==> src/rtl/mis_stim_sequencer.sv <==
// rtl/mis_stim_sequencer.sv - MIS skewed-switching delay sequencer for the two-input NOR chain
module mis_stim_sequencer #(
    parameter int SKEW_W  = 8,
    parameter int CNT_W   = 16,
    parameter int SETTLE  = 32,
    parameter int TIMEOUT = 4095
) (
    input  logic                     clk,
    input  logic                     rst_n,
    input  logic                     start,
    input  logic                     rise,
    input  logic signed [SKEW_W-1:0] skew,
    input  logic [7:0]               n_runs,
    input  logic                     chain_out,
    output logic                     drv_a1,
    output logic                     drv_a2,
    output logic                     busy,
    output logic                     meas_valid,
    output logic [CNT_W-1:0]         meas_cycles,
    output logic                     err_init,
    output logic                     err_timeout,
    output logic                     done
);
    localparam int SET_W = $clog2(SETTLE + 1);

    typedef enum logic [2:0] {
        S_IDLE, S_INIT, S_LEAD, S_MEAS, S_REPORT, S_DONE
    } state_t;

    state_t state, state_next;

    logic                     rise_q;
    logic signed [SKEW_W-1:0] skew_q;
    logic [7:0]               runs_q;
    logic [SET_W-1:0]         settle_cnt;
    logic [CNT_W-1:0]         cnt;
    logic [CNT_W-1:0]         cap_cnt;
    logic                     hit;
    logic                     sync1;
    logic                     out_s;

    logic                     skew_neg;
    logic                     skew_zero;
    logic [SKEW_W:0]          skew_abs;
    logic [CNT_W-1:0]         lag_last;
    logic                     at_target;
    logic                     settle_done;
    logic                     timeout_hit;

    // Extra bit lets the most negative skew produce a positive magnitude.
    assign skew_neg    = skew_q[SKEW_W-1];
    assign skew_zero   = (skew_q == '0);
    assign skew_abs    = skew_neg ? -{skew_q[SKEW_W-1], skew_q} : {1'b0, skew_q};
    assign lag_last    = CNT_W'(skew_abs) - CNT_W'(1);
    assign at_target   = (out_s == rise_q);
    assign settle_done = (settle_cnt == SET_W'(SETTLE - 1));
    assign timeout_hit = (cnt == CNT_W'(TIMEOUT));

    assign busy       = (state != S_IDLE);
    assign meas_valid = (state == S_REPORT);
    assign done       = (state == S_DONE);

    always_ff @(posedge clk or negedge rst_n) begin
        if (!rst_n) state <= S_IDLE;
        else        state <= state_next;
    end

    always_comb begin
        state_next = state;
        case (state)
            S_IDLE:   if (start) state_next = S_INIT;
            S_INIT: begin
                if (settle_done) begin
                    if (out_s == rise_q) state_next = S_REPORT;
                    else if (skew_zero)  state_next = S_MEAS;
                    else                 state_next = S_LEAD;
                end
            end
            S_LEAD:   if (cnt == lag_last) state_next = S_MEAS;
            S_MEAS:   if (hit || at_target || timeout_hit) state_next = S_REPORT;
            S_REPORT: state_next = (runs_q == 8'd1) ? S_DONE : S_INIT;
            S_DONE:   state_next = S_IDLE;
            default:  state_next = S_IDLE;
        endcase
    end

    always_ff @(posedge clk or negedge rst_n) begin
        if (!rst_n) begin
            sync1       <= 1'b0;
            out_s       <= 1'b0;
            rise_q      <= 1'b0;
            skew_q      <= '0;
            runs_q      <= 8'd0;
            settle_cnt  <= '0;
            cnt         <= '0;
            cap_cnt     <= '0;
            hit         <= 1'b0;
            drv_a1      <= 1'b0;
            drv_a2      <= 1'b0;
            meas_cycles <= '0;
            err_init    <= 1'b0;
            err_timeout <= 1'b0;
        end else begin
            sync1 <= chain_out;
            out_s <= sync1;
            case (state)
                S_IDLE: begin
                    if (start) begin
                        rise_q      <= rise;
                        skew_q      <= skew;
                        runs_q      <= (n_runs == 8'd0) ? 8'd1 : n_runs;
                        err_init    <= 1'b0;
                        err_timeout <= 1'b0;
                        drv_a1      <= ~rise;
                        drv_a2      <= ~rise;
                        settle_cnt  <= '0;
                    end
                end
                S_INIT: begin
                    settle_cnt <= settle_cnt + SET_W'(1);
                    cnt        <= '0;
                    hit        <= 1'b0;
                    if (settle_done) begin
                        if (out_s == rise_q) begin
                            err_init    <= 1'b1;
                            meas_cycles <= '0;
                        end else begin
                            if (skew_zero || !skew_neg) drv_a1 <= rise_q;
                            if (skew_zero || skew_neg)  drv_a2 <= rise_q;
                        end
                    end
                end
                S_LEAD: begin
                    // A rising output can arrive before the lagging edge; remember the first hit.
                    cnt <= cnt + CNT_W'(1);
                    if (at_target && !hit) begin
                        hit     <= 1'b1;
                        cap_cnt <= cnt;
                    end
                    if (cnt == lag_last) begin
                        if (skew_neg) drv_a1 <= rise_q;
                        else          drv_a2 <= rise_q;
                    end
                end
                S_MEAS: begin
                    cnt <= cnt + CNT_W'(1);
                    if (hit) begin
                        meas_cycles <= cap_cnt;
                    end else if (at_target) begin
                        meas_cycles <= cnt;
                    end else if (timeout_hit) begin
                        meas_cycles <= CNT_W'(TIMEOUT);
                        err_timeout <= 1'b1;
                    end
                end
                S_REPORT: begin
                    runs_q <= runs_q - 8'd1;
                    if (runs_q != 8'd1) begin
                        drv_a1     <= ~rise_q;
                        drv_a2     <= ~rise_q;
                        settle_cnt <= '0;
                    end
                end
                default: ;
            endcase
        end
    end
endmodule

==> config.mk <==
export PLATFORM = sky130hd
export DESIGN_NAME = mis_stim_sequencer
export DESIGN_NICKNAME = d
export VERILOG_FILES = /design/src/rtl/mis_stim_sequencer.sv
export SDC_FILE = /design/constraint.sdc
export NUM_CORES = 1
export LEC_CHECK = 0
export CELL_PAD_IN_SITES_DETAIL_PLACEMENT = 1
export CELL_PAD_IN_SITES_GLOBAL_PLACEMENT = 2
export CORE_AREA = 2 2 117 119
export CTS_CLUSTER_SIZE = 28
export DETAILED_ROUTE_END_ITERATION = 8
export DIE_AREA = 0 0 119 121
export GPL_ROUTABILITY_DRIVEN = 0
export PLACE_DENSITY_LB_ADDON = 0.2
export SLEW_MARGIN = 20
export SYNTH_ARGS = -nofsm -noshare
export SYNTH_HDL_FRONTEND = slang
export SYNTH_SLANG_ARGS = --single-unit
export TNS_END_PERCENT = 50
==> constraint.sdc <==
create_clock -name clk -period 3.9 [get_ports clk]
set_input_delay 0.585 -clock clk [delete_from_list [all_inputs] [get_ports clk]]
set_output_delay 0.585 -clock clk [all_outputs]
set_load 0.005 [all_outputs]
# Word level (Yosys, flattened, before mapping)
# Cells that the tools add are included.
# Widths: inputs -> output; s select.
[op_classes]
add_sub_neg = 5
n_lt_le_gt_ge = 0
mux = 46
n_div = 0
n_eq_ne = 27
mul = 0
n_bitwise = 2
n_reduce_logical = 31
n_shift = 0
[ops]
columns = ["operator", "n"]
rows = [
  ["$mux 16", 5],
  ["$pmux 16 s2", 2],
  ["$ne 2x2->1 const B", 14],
  ["$mux 1", 20],
  ["$mux 3", 6],
  ["$pmux 6 s3", 1],
  ["$add 16x1->16 const B", 1],
  ["$eq 16x12->1 const B", 1],
  ["$eq 16x16->1", 1],
  ["$logic_not 8->1", 2],
  ["$mux 8", 2],
  ["$pmux 8 s2", 1],
  ["$reduce_and 8->1", 2],
  ["$pmux 3 s5", 1],
  ["$mux 6", 2],
  ["$reduce_and 4->1", 3],
  ["$reduce_bool 2->1", 6],
  ["$sub 9x1->10 const B", 1],
  ["$mux 9", 1],
  ["$neg 9->9", 1],
  ["$eq 8x1->1 const B", 1],
  ["$ne 8x1->1 const B", 1],
  ["$pmux 1 s4", 2],
  ["$reduce_and 2->1", 4],
  ["other kinds (20)", 30],
]
[totals]
ram_bits = 0
inputBits = 21
elab_cells = 126
n_memories = 0
rom_bits = 0
latchBits = 0
output_inout_bits = 23
reg_bits = 81

# Longest topological paths before layout
[logic_depth]
depth_word = 6
ltp_mapped = 12
depth_no_buf = 10

# Worst setup path before layout
# OpenSTA, ideal clock, no wires.
[synth_timing]
path_type = "reg-to-reg"
from = "register skew_q[0]"
to = "register drv_a2"
setup_slack_ps = 663
t_required_ps = 3831
synth_period_minus_slack_ps = 3237
t_arrival_ps = 3168
n_path_buf = 2
setup_ps = 69
stages_incl_launch_ff = 13
cell_sequence = "dfrtp_1 buf_4 inv_1 ha_1 buf_4 or4b_4 o31ai_4 a211oi_2 xor2_1 o41a_1 a2111o_1 or4_1 nand3_1"
[synth_between]
elab_chain_cells = 6
word_cells_on_any_way = 9
cone_classes = "add/sub: 2; eq/ne: 3; mux: 1; reduce/logical: 3"
[synth_lines]
columns = ["element", "line_no", "source"]
rows = [
  ["start: declaration", "33", "logic signed [SKEW_W-1:0] skew_q;"],
  ["start signal: assignment", "110", "skew_q <= skew;"],
  ["$neg 9->9", "53", "assign skew_abs = skew_neg ? -{skew_q[SKEW_W-1], skew_q} : {1'b0, skew_q};"],
  ["$mux 9", "53", ""],
  ["$sub 9x1->10", "54", "assign lag_last = CNT_W'(skew_abs) - CNT_W'(1);"],
  ["$eq 16x16->1", "140", "if (cnt == lag_last) begin"],
  ["$ne 2x2->1 (no line)", "--", ""],
  ["$reduce_and 8->1 (no line) *", "--", ""],
  ["end signal: assignment", "129", "if (skew_zero || skew_neg) drv_a2 <= rise_q;"],
  ["end signal: assignment", "142", "else drv_a2 <= rise_q;"],
  ["end signal: assignment", "160", "drv_a2 <= ~rise_q;"],
  ["end: declaration", "16", "output logic drv_a2,"],
]
# Every way passes the cells marked *; elsewhere a longest branch is shown, timed or not.
# A chain may end at the register's enable or synchronous reset.

# Worst setup path in the final report
# Same ends and word-level chain as after synthesis.

==> results <==
-- Yosys cell counts (2+ instances only) --
cell type / n
a22o_1: 7
and3_1: 4
nor3b_1: 5
buf_6: 2
nand2b_1: 5
xnor2_1: 10
a21o_1: 2
nand2_1: 80
and2_1: 4
nor2b_1: 7
nand3_1: 19
nor3_1: 10
dfrtp_1: 81
inv_1: 9
or2_2: 3
nand3b_1: 4
clkbuf_1: 35
o21ai_0: 49
or3b_2: 2
ha_1: 6
mux2_2: 16
nor4_1: 8
xor2_1: 10
a31oi_1: 7
mux2i_1: 3
a21oi_1: 24
buf_2: 3
buf_4: 2
nand4_1: 6
a211oi_2: 2
nor2_1: 46
o211ai_1: 7
a211oi_1: 3
o31ai_1: 15
or4_1: 5
-- layout make-up --
cell class	instances	share of cell area (%)
Clock buffer	10	4.19
Tap cell	176	4.03
Multi-Input combinational cell	397	44.0
Inverter	9	0.619
Clock inverter	6	1.21
Timing Repair Buffer	50	8.80
Sequential cell	81	37.1
-- cells by family after synthesis --
kind of cell             after synthesis
AND/OR/NAND/NOR                      217
multiplexers                          19
XOR/XNOR                              20
adder cells (fa/ha/maj)                7
buffers and inverters                 51
flip-flops                            81
AO/OA/AOI/OAI                        134
-- registers in the layout (all words and copies together), names as in the netlist --
signal / cells
drv_a1: 1
err_init: 1
drv_a2: 1
state: 3
cap_cnt: 16
hit: 1
skew_q: 8
rise_q: 1
sync1: 1
runs_q: 8
err_timeout: 1
settle_cnt: 6
cnt: 16
out_s: 1
meas_cycles: 16
-- per-stage QoR --
stage | utilization, % | hold slack [ns] | instance area [µm²] | cells
after detailed placement | 39.5 | 0.340 | 5160 | 713
after floorplan | - | 0.289 | 4650 | 529
after CTS | 41.7 | 0.356 | 5460 | 729
final | 41.7 | 0.321 | 5460 | 729
after global placement | 39.5 | 0.340 | 5160 | 713
after global routing | 41.7 | 0.371 | 5460 | 729
-- power breakdown --
group	total [mW]	leakage [nW]	internal, mW	switching (mW)
Clock	0.872	0.147	0.500	0.372
Combinational	1.73	1.07	0.772	0.953
Sequential	1.38	1.08	1.03	0.344
-- metal layers --
layer,track usage [%],up-vias,wire length [µm]
li1,-,1922,-
met1,24.0,1945,5950
met2,30.8,58,5950
met3,2.87,12,342
met4,6.70,0,204
met5,0,-,0
-- path summary, 6_finish.rpt --
| kind | startpoint | end | slack [ns] | cells past startpoint |
|---|---|---|---|---|
| min in group clk | sync1 | out_s | 0.35 | 0 |
| hold / removal | rst_n | meas_cycles[9] | 0.32 | 1 |
| setup / recovery | skew_q[0] | drv_a2 | 0.28 | 9 |
| hold reg to reg | sync1 | out_s | 0.35 | 0 |
| max in group asynchronous | rst_n | cnt[15] | 2.75 | 2 |
| setup reg to reg | skew_q[0] | drv_a2 | 0.28 | 9 |
==> run metrics <==
Synth Register Bits=81; clk_skew=0.00665 ns; Crit path required time=4.18 ns; Vias/cell=5.40; setup_tns=0 ns; die width=119 µm; post-detail-place hpwl=8800 µm; commonest non-fill, non-tap cell in the layout=dfrtp_1; Final period util=92.9%; largest family of logic cells by synthesized area=simple AND/OR/NAND/NOR gates; Slowest cell on crit path=or4_1; Pwr Total=3.98 mW; Cell Rows=42; number of port buffers=43; CP delay by family, top=compound AO/OA/AOI/OAI gates; root buf cell=clkbuf_16; Syn Area/Cell=8.79 µm²; Max FO, Critical Path=9; cell accounting for the most synthesized area=dfrtp_1; vias in the first global route=4116; # IOs=44; CP peak stage delay=0.53 ns; layout cells sized above 1=9.22%; pre-CTS setup slack=0.282 ns; Reg clk slew, reported paths=0.07 ns; P per Cell Area=728 nW/µm²; Clock Path Buffers=2; synth top area cells=dfrtp_1, nand2_1, o21ai_0, mux2_2, nor2_1; Multi-input gate area=2400 µm²; chip height=121 µm; Slew HR=33.3%; Core Region=13100 µm²; Ys Warns=0; nets@finish=575; final worst slack=0.277 ns; post-synthesis cell type count=63; fillcell total=1524; DRT iter0 DRCs=228; Syn Nets=556; die area=14400 µm²; Syn Std Cell Area=4650 µm²; post-synthesis xor/xnor area fraction=3.77%; CP Capture Type=flop; EDFF count, synth=0; first-pass GRT wire length=20900 µm; Syn Inst Count=529; simple-gate portion of the synthesized area=22.8%; Max Slew Vio Count=0; grt total ovfl=0; endpoints failing setup=0; Initial Util=35.5%; CTS Buf Count=9; compound-gate portion of the synthesized area=18.8%; CP Launch Type=flop; Ant. Diodes=0; HP Class=input port to async pin; final hold vios=0; mux share of post-synthesis cell area=4.52%; H-Tree Depth=3; peak supply drop=0.311 mV; Seq. cell area=2030 µm²; asr flop ratio synth=100%; DRC=0; post-synth top area share=43.6%; # Max-Cap Violations=0; P&R area growth vs syn=17.5%; wire per inst=17.1 µm; CP arrival=3.90 ns; post-CTS sizing=0; most frequent cells in the layout=dfrtp_1, nand2_1, o21ai_0; buffers and inverters on the worst path=1; Global Route Usage Sum=18.3%; Main synth FF type=dfrtp_1; fmax=276 MHz; fin crit period=3.62 ns; CTS tree=done; Leak=2.30 nW; worst path cell trace=inv_1 > ha_1 > or3b_1 > a211oi_2 > o311ai_1 > o41a_1 > a2111o_1 > or4_1 > nand3_1; CTS Sinks=81; post-route ant nets=0; status=finished clean; Synth Area in Adders=1.83%; crit path kind=flop to flop; Hold Buf Count CTS=0; routed wire length=12400 µm; number of setup buffers added after CTS=0; RSZ-0062 raised after global routing=false; initial antenna violation count=0; sequential share of the synthesized area=43.6%; largest net degree at the start of global routing=61; Via Count=3937; clk_lat worst skew=0.34 ns; Least-Margin Pin Slew=1.00 ns; Pre-antenna DRT Iters=4
Power figures use the tool's default switching activity.
